[config.mk]
export PLATFORM = sky130hd
export DESIGN_NAME = vga_scan_driver
export DESIGN_NICKNAME = d
export VERILOG_FILES = /design/src/rtl/vga_scan_driver.sv
export SDC_FILE = /design/constraint.sdc
export NUM_CORES = 1
export LEC_CHECK = 0
export BUFFER_PORTS_ARGS = -buffer_cell sky130_fd_sc_hd__buf_2
export CAP_MARGIN = 20
export CORE_MARGIN = 5
export CORE_UTILIZATION = 43
export DETAILED_ROUTE_END_ITERATION = 16
export PLACE_DENSITY = 0.69
export RECOVER_POWER = 100
export SYNTH_ARGS = -nofsm -noshare
export SYNTH_HDL_FRONTEND = slang
export SYNTH_SLANG_ARGS = --single-unit
[constraint.sdc]
create_clock -name clk -period 1.87 [get_ports clk]
set_clock_uncertainty 0.2 [all_clocks]
set_input_delay 0.187 -clock clk [delete_from_list [all_inputs] [get_ports clk]]
set_output_delay 0.187 -clock clk [all_outputs]
set_load 0.01 [all_outputs]
[src/rtl/vga_scan_driver.sv]
// VGA raster scan driver: pixel divider, h/v counters and a registered output stage
// that turns the colour source's answer into pixel-aligned rgb/hsync/vsync/video_on.
module vga_scan_driver #(
  parameter int DIV      = 2,
  parameter int H_ACTIVE = 640,
  parameter int H_FP     = 16,
  parameter int H_SYNC   = 96,
  parameter int H_BP     = 48,
  parameter int V_ACTIVE = 480,
  parameter int V_FP     = 10,
  parameter int V_SYNC   = 2,
  parameter int V_BP     = 33
) (
  input  logic       clk,
  input  logic       rst,
  output logic [9:0] px,
  output logic [9:0] py,
  input  logic [2:0] col,
  output logic [2:0] rgb,
  output logic       hsync,
  output logic       vsync,
  output logic       video_on,
  output logic       pix_tick,
  output logic       frame_start
);

  localparam int H_TOTAL = H_ACTIVE + H_FP + H_SYNC + H_BP;
  localparam int V_TOTAL = V_ACTIVE + V_FP + V_SYNC + V_BP;
  localparam int DW      = (DIV > 1) ? $clog2(DIV) : 1;

  localparam logic [DW-1:0] DIV_LAST  = DW'(DIV - 1);
  localparam logic [9:0]    H_LAST    = 10'(H_TOTAL - 1);
  localparam logic [9:0]    V_LAST    = 10'(V_TOTAL - 1);
  localparam logic [9:0]    H_VIS     = 10'(H_ACTIVE);
  localparam logic [9:0]    V_VIS     = 10'(V_ACTIVE);
  localparam logic [9:0]    HS_FIRST  = 10'(H_ACTIVE + H_FP);
  localparam logic [9:0]    HS_LAST   = 10'(H_ACTIVE + H_FP + H_SYNC - 1);
  localparam logic [9:0]    VS_FIRST  = 10'(V_ACTIVE + V_FP);
  localparam logic [9:0]    VS_LAST   = 10'(V_ACTIVE + V_FP + V_SYNC - 1);

  logic [DW-1:0] div_cnt_r;
  logic [9:0]    hcnt_r;
  logic [9:0]    vcnt_r;
  logic [9:0]    hcnt_nxt_s;
  logic [9:0]    vcnt_nxt_s;
  logic          pix_tick_s;
  logic          active_s;
  logic          hsync_nxt_s;
  logic          vsync_nxt_s;
  logic          last_pix_s;
  logic [2:0]    rgb_r;
  logic          hsync_r;
  logic          vsync_r;
  logic          video_on_r;
  logic          frame_start_r;

  assign pix_tick_s = (div_cnt_r == DIV_LAST);

  // Clock divider: one pixel period every DIV clocks.
  always_ff @(posedge clk) begin
    if (rst) begin
      div_cnt_r <= '0;
    end else if (pix_tick_s) begin
      div_cnt_r <= '0;
    end else begin
      div_cnt_r <= div_cnt_r + DW'(1);
    end
  end

  // Next raster position; only a pixel tick moves the scan.
  always_comb begin
    hcnt_nxt_s = hcnt_r;
    vcnt_nxt_s = vcnt_r;
    if (pix_tick_s) begin
      if (hcnt_r == H_LAST) begin
        hcnt_nxt_s = 10'd0;
        if (vcnt_r == V_LAST) begin
          vcnt_nxt_s = 10'd0;
        end else begin
          vcnt_nxt_s = vcnt_r + 10'd1;
        end
      end else begin
        hcnt_nxt_s = hcnt_r + 10'd1;
      end
    end else begin
      hcnt_nxt_s = hcnt_r;
    end
  end

  // Raster counter registers.
  always_ff @(posedge clk) begin
    if (rst) begin
      hcnt_r <= 10'd0;
      vcnt_r <= 10'd0;
    end else begin
      hcnt_r <= hcnt_nxt_s;
      vcnt_r <= vcnt_nxt_s;
    end
  end

  // Decode of the pixel currently presented on px/py (pre-advance values).
  always_comb begin
    active_s    = (hcnt_r < H_VIS) && (vcnt_r < V_VIS);
    hsync_nxt_s = ~((hcnt_r >= HS_FIRST) && (hcnt_r <= HS_LAST));
    vsync_nxt_s = ~((vcnt_r >= VS_FIRST) && (vcnt_r <= VS_LAST));
    last_pix_s  = (hcnt_r == H_LAST) && (vcnt_r == V_LAST);
  end

  // Output stage: captures the answer for the current pixel as the scan advances,
  // giving exactly one pixel period of latency for all four outputs together.
  always_ff @(posedge clk) begin
    if (rst) begin
      rgb_r      <= 3'b000;
      video_on_r <= 1'b0;
      hsync_r    <= 1'b1;
      vsync_r    <= 1'b1;
    end else if (pix_tick_s) begin
      rgb_r      <= active_s ? col : 3'b000;
      video_on_r <= active_s;
      hsync_r    <= hsync_nxt_s;
      vsync_r    <= vsync_nxt_s;
    end else begin
      rgb_r      <= rgb_r;
      video_on_r <= video_on_r;
      hsync_r    <= hsync_r;
      vsync_r    <= vsync_r;
    end
  end

  // Frame wrap pulse, one clock wide.
  always_ff @(posedge clk) begin
    if (rst) begin
      frame_start_r <= 1'b0;
    end else begin
      frame_start_r <= pix_tick_s && last_pix_s;
    end
  end

  assign px          = hcnt_r;
  assign py          = vcnt_r;
  assign pix_tick    = pix_tick_s;
  assign rgb         = rgb_r;
  assign hsync       = hsync_r;
  assign vsync       = vsync_r;
  assign video_on    = video_on_r;
  assign frame_start = frame_start_r;

endmodule
==> key figures <==
Routing
  – Metal-1 WL: 1553 um
  – Antenna Nets Post-Route: 0
  – Routed len/inst: 13.73 um
  – Detailed Routing Iterations Pass 1: 4
  – Starting DRT DRC Count: 86
  – Routed met2 length: 1702 um
  – Avg Vias per Cell: 5.268
  – Detailed Route WL: 3432 um
  – Highest Signal Layer: met4
  – Metal3 WL: 116 um
  – Via Count: 1,317
  – Number of remaining DRC errors: 0

Floorplanning
  – Die Width: 66.03 um
  – Die Height: 66.03 um
  – Die area: 4360 um2
  – # rows: 20
  – Starting Density: 44.59%
  – Core region area: 3028 um2
  – # IOs: 33

Yosys
  – Sequential fraction of the synthesis area: 41.52%
  – #FFs+latches synth: 28
  – Post-synth cell types: 40
  – Post-synth EDFFs: 0
  – Syn nets: 160
  – Post-synth top flop: dfxtp_1
  – FFs w/ async S/R, synth: 0%
  – Mapped Avg Cell Area: 8.941 um2
  – Synth Warn #: 0
  – Synth Cell Area: 1350 um2
  – Synth Instances: 151

Pwr
  – Pleak: 0.7119 nW
  – Peak VDD IR: 0.3327 mV
  – Total power draw: 939.8 uW
  – Power per Cell Area: 524.9 nW/um2

Setup path
  – Critical path class: reg -> reg
  – Crit path DAT: 2.01 ns
  – Crit-path slowest cell: or4b_4
  – Worst path cell trace: inv_2 > ha_4 > or4b_4 > nor4b_4 > a41o_1 > buf_6 > nor2_2
  – Crit-path max FO: 5
  – Critical path required time: 1.91 ns
  – Type of origin of the critical path: flip-flop
  – Critical Path Max Stage Delay: 0.47 ns
  – Crit path capture type: flip-flop

Place
  – DP HPWL: 2570 um
  – Final GP Congestion: 0.8450
  – IO Port Bufs: 32

Timing
  – Final hold vios: 0
  – Max Slew Vio Count: 0
  – Final worst path period share: 105.7%
  – Final min period: 1.977 ns
  – Fmax: 505.9 MHz
  – Worst-margin pin slew: 0.3869 ns
  – Finish-stage setup viols: 10
  – Slew headroom: 73.85%
  – RSZ-0062 raised after global routing: yes
  – Setup ws final: -0.1067 ns
  – Final setup TNS: -0.9843 ns

GRT
  – Largest net degree at the start of global routing: 15
  – Grt total ovfl: 0
  – Global-route wire length before repair: 5809 um
  – GRT Resource Usage Total: 16.90%
  – Initial antenna violation count: 0
  – Vias in the first global route: 1,301

CTS
  – Clk sinks: 28
  – Clock buffer depth: 2
  – CTS Buf Count: 3
  – CTS tree: done
  – Reg clk slew, reported paths: 0.15 ns
  – CTS root buffer: clkbuf_4
  – H-tree Lvls: 1
  – Clk_lat worst skew: 0.32 ns

Hold path
  – Worst min path class: reg -> reg

Status
  – Status: finished, violations left
  – Failing checks: negative setup slack

Cells and area
  – Share of layout cells above drive strength 1: 29.13%
  – Fillers: 272
  – ANT cells: 0
  – Area Growth Syn to Fin: 32.62%
  – # nets final: 217

Run
  – Max Cap Viol: 0
==> worst paths after layout <==
path	cells after the start	startpoint	slack, ns	to
hold / removal	1	rgb[1]$_SDFFE_PP0P_	0.29	rgb[1]$_SDFFE_PP0P_
setup / recovery	7	py[0]$_SDFFE_PP0P_	-0.11	py[0]$_SDFFE_PP0P_
hold reg to reg	1	rgb[1]$_SDFFE_PP0P_	0.29	rgb[1]$_SDFFE_PP0P_
setup reg to reg	7	py[0]$_SDFFE_PP0P_	-0.11	py[0]$_SDFFE_PP0P_
==> report_power, final <==
part,leakage (nW),internal (mW),switching [mW]
registers,0.228,0.608,0.00690
logic,0.470,0.0371,0.0436
clock network,0.0138,0.0755,0.168
==> final cells by class <==
type	count	area (um2)	area share (%)
clock buffers	3	22.52	1.258
inverters	7	26.28	1.468
multi-input cells	109	782.0	43.68
flip-flops and latches	28	563.0	31.45
well taps	44	55.05	3.075
repair buffers	59	341.6	19.08
==> kinds of logic (layout without fill, tap and decap cells) <==
logic type / after synthesis / count (layout) / share of synthesized area, %
AOI/OAI and AO/OA: 27 / 27 / 12.79
DFF: 28 / 28 / 41.52
adders and majority gates: 4 / 4 / 3.707
xor gates and xnor gates: 10 / 10 / 6.487
buffers and inverters: 14 / 69 / 5.097
and+or+nand+nor: 68 / 68 / 30.40
==> flip-flops by register name, indices dropped and copies added (netlist names) <==
signal,flops
vsync,1
rgb,3
py,10
video_on,1
hsync,1
px,10
pix_tick,1
frame_start,1
==> layer usage <==
layer | up-vias | GRT usage (%)
met2 | 31 | 30.41
met4 | 0 | 5.076
met5 | - | 0
li1 | 645 | -
met3 | 8 | 2.041
met1 | 633 | 20.88
==> cell usage in the layout, fill, tap and decap left out, types with 5 or more instances in the layout <==
master | netlist | layout
nand2_1 | 11 | 11
dfxtp_1 | 28 | 26
o21ai_0 | 7 | 7
a21oi_2 | 1 | 6
buf_2 | 1 | 22
inv_1 | 7 | 5
xnor2_1 | 6 | 6
nor2_1 | 17 | 16
or3_1 | 5 | 5
and4_1 | 5 | 5
buf_4 | 2 | 14
clkbuf_1 | 2 | 17
==> what timing repair did <==
item                       CTS  global route
cloned                       0             0
gates resized for setup     10             6
hold buffers                 4             0
hold endpoints to repair     7             0
setup endpoints to repair   11            11
setup buffers                1             0
pin swaps                    0             1
==> cells in the mapped netlist, drive strengths merged, types with 4 or more instances <==
cell type	count	area, um2
inv	7	26.28
nor2	17	63.81
or3	5	31.28
xor2	4	35.03
and4	5	43.79
nand2	11	41.29
o21ai	7	35.03
nand4	5	46.29
buf	5	35.02
dfxtp	28	560.5
a21oi	9	48.80
nand3	4	20.02
xnor2	6	52.55
ha	4	50.05
nor3	4	20.02
==> worst max-delay path, delay by kind of cell, from the launching register on <==
family	cells	cell delay, ns
simple gates	3	0.76
compound gates	1	0.26
flops	1	0.35
buf+inv	2	0.21
fa+ha+maj	1	0.11
==> stage by stage <==
| step | setup slack (ns) | hold WS (ns) | std cells | instance area, um2 | util, % |
|---|---|---|---|---|---|
| 2_1_floorplan | -0.01784 | 0.1200 | 151 | 1355 | - |
| 3_3_place_gp | -0.005096 | 0.2062 | 242 | 1693 | 55.91 |
| 3_5_place_dp | -0.1083 | 0.2115 | 242 | 1693 | 55.91 |
| 4_1_cts | -0.08884 | 0.2927 | 250 | 1804 | 59.59 |
| 5_1_grt | -0.1844 | 0.3327 | 250 | 1790 | 59.13 |
| 6_report | -0.1067 | 0.2944 | 250 | 1790 | 59.13 |
(Power assumes the default switching activity.)
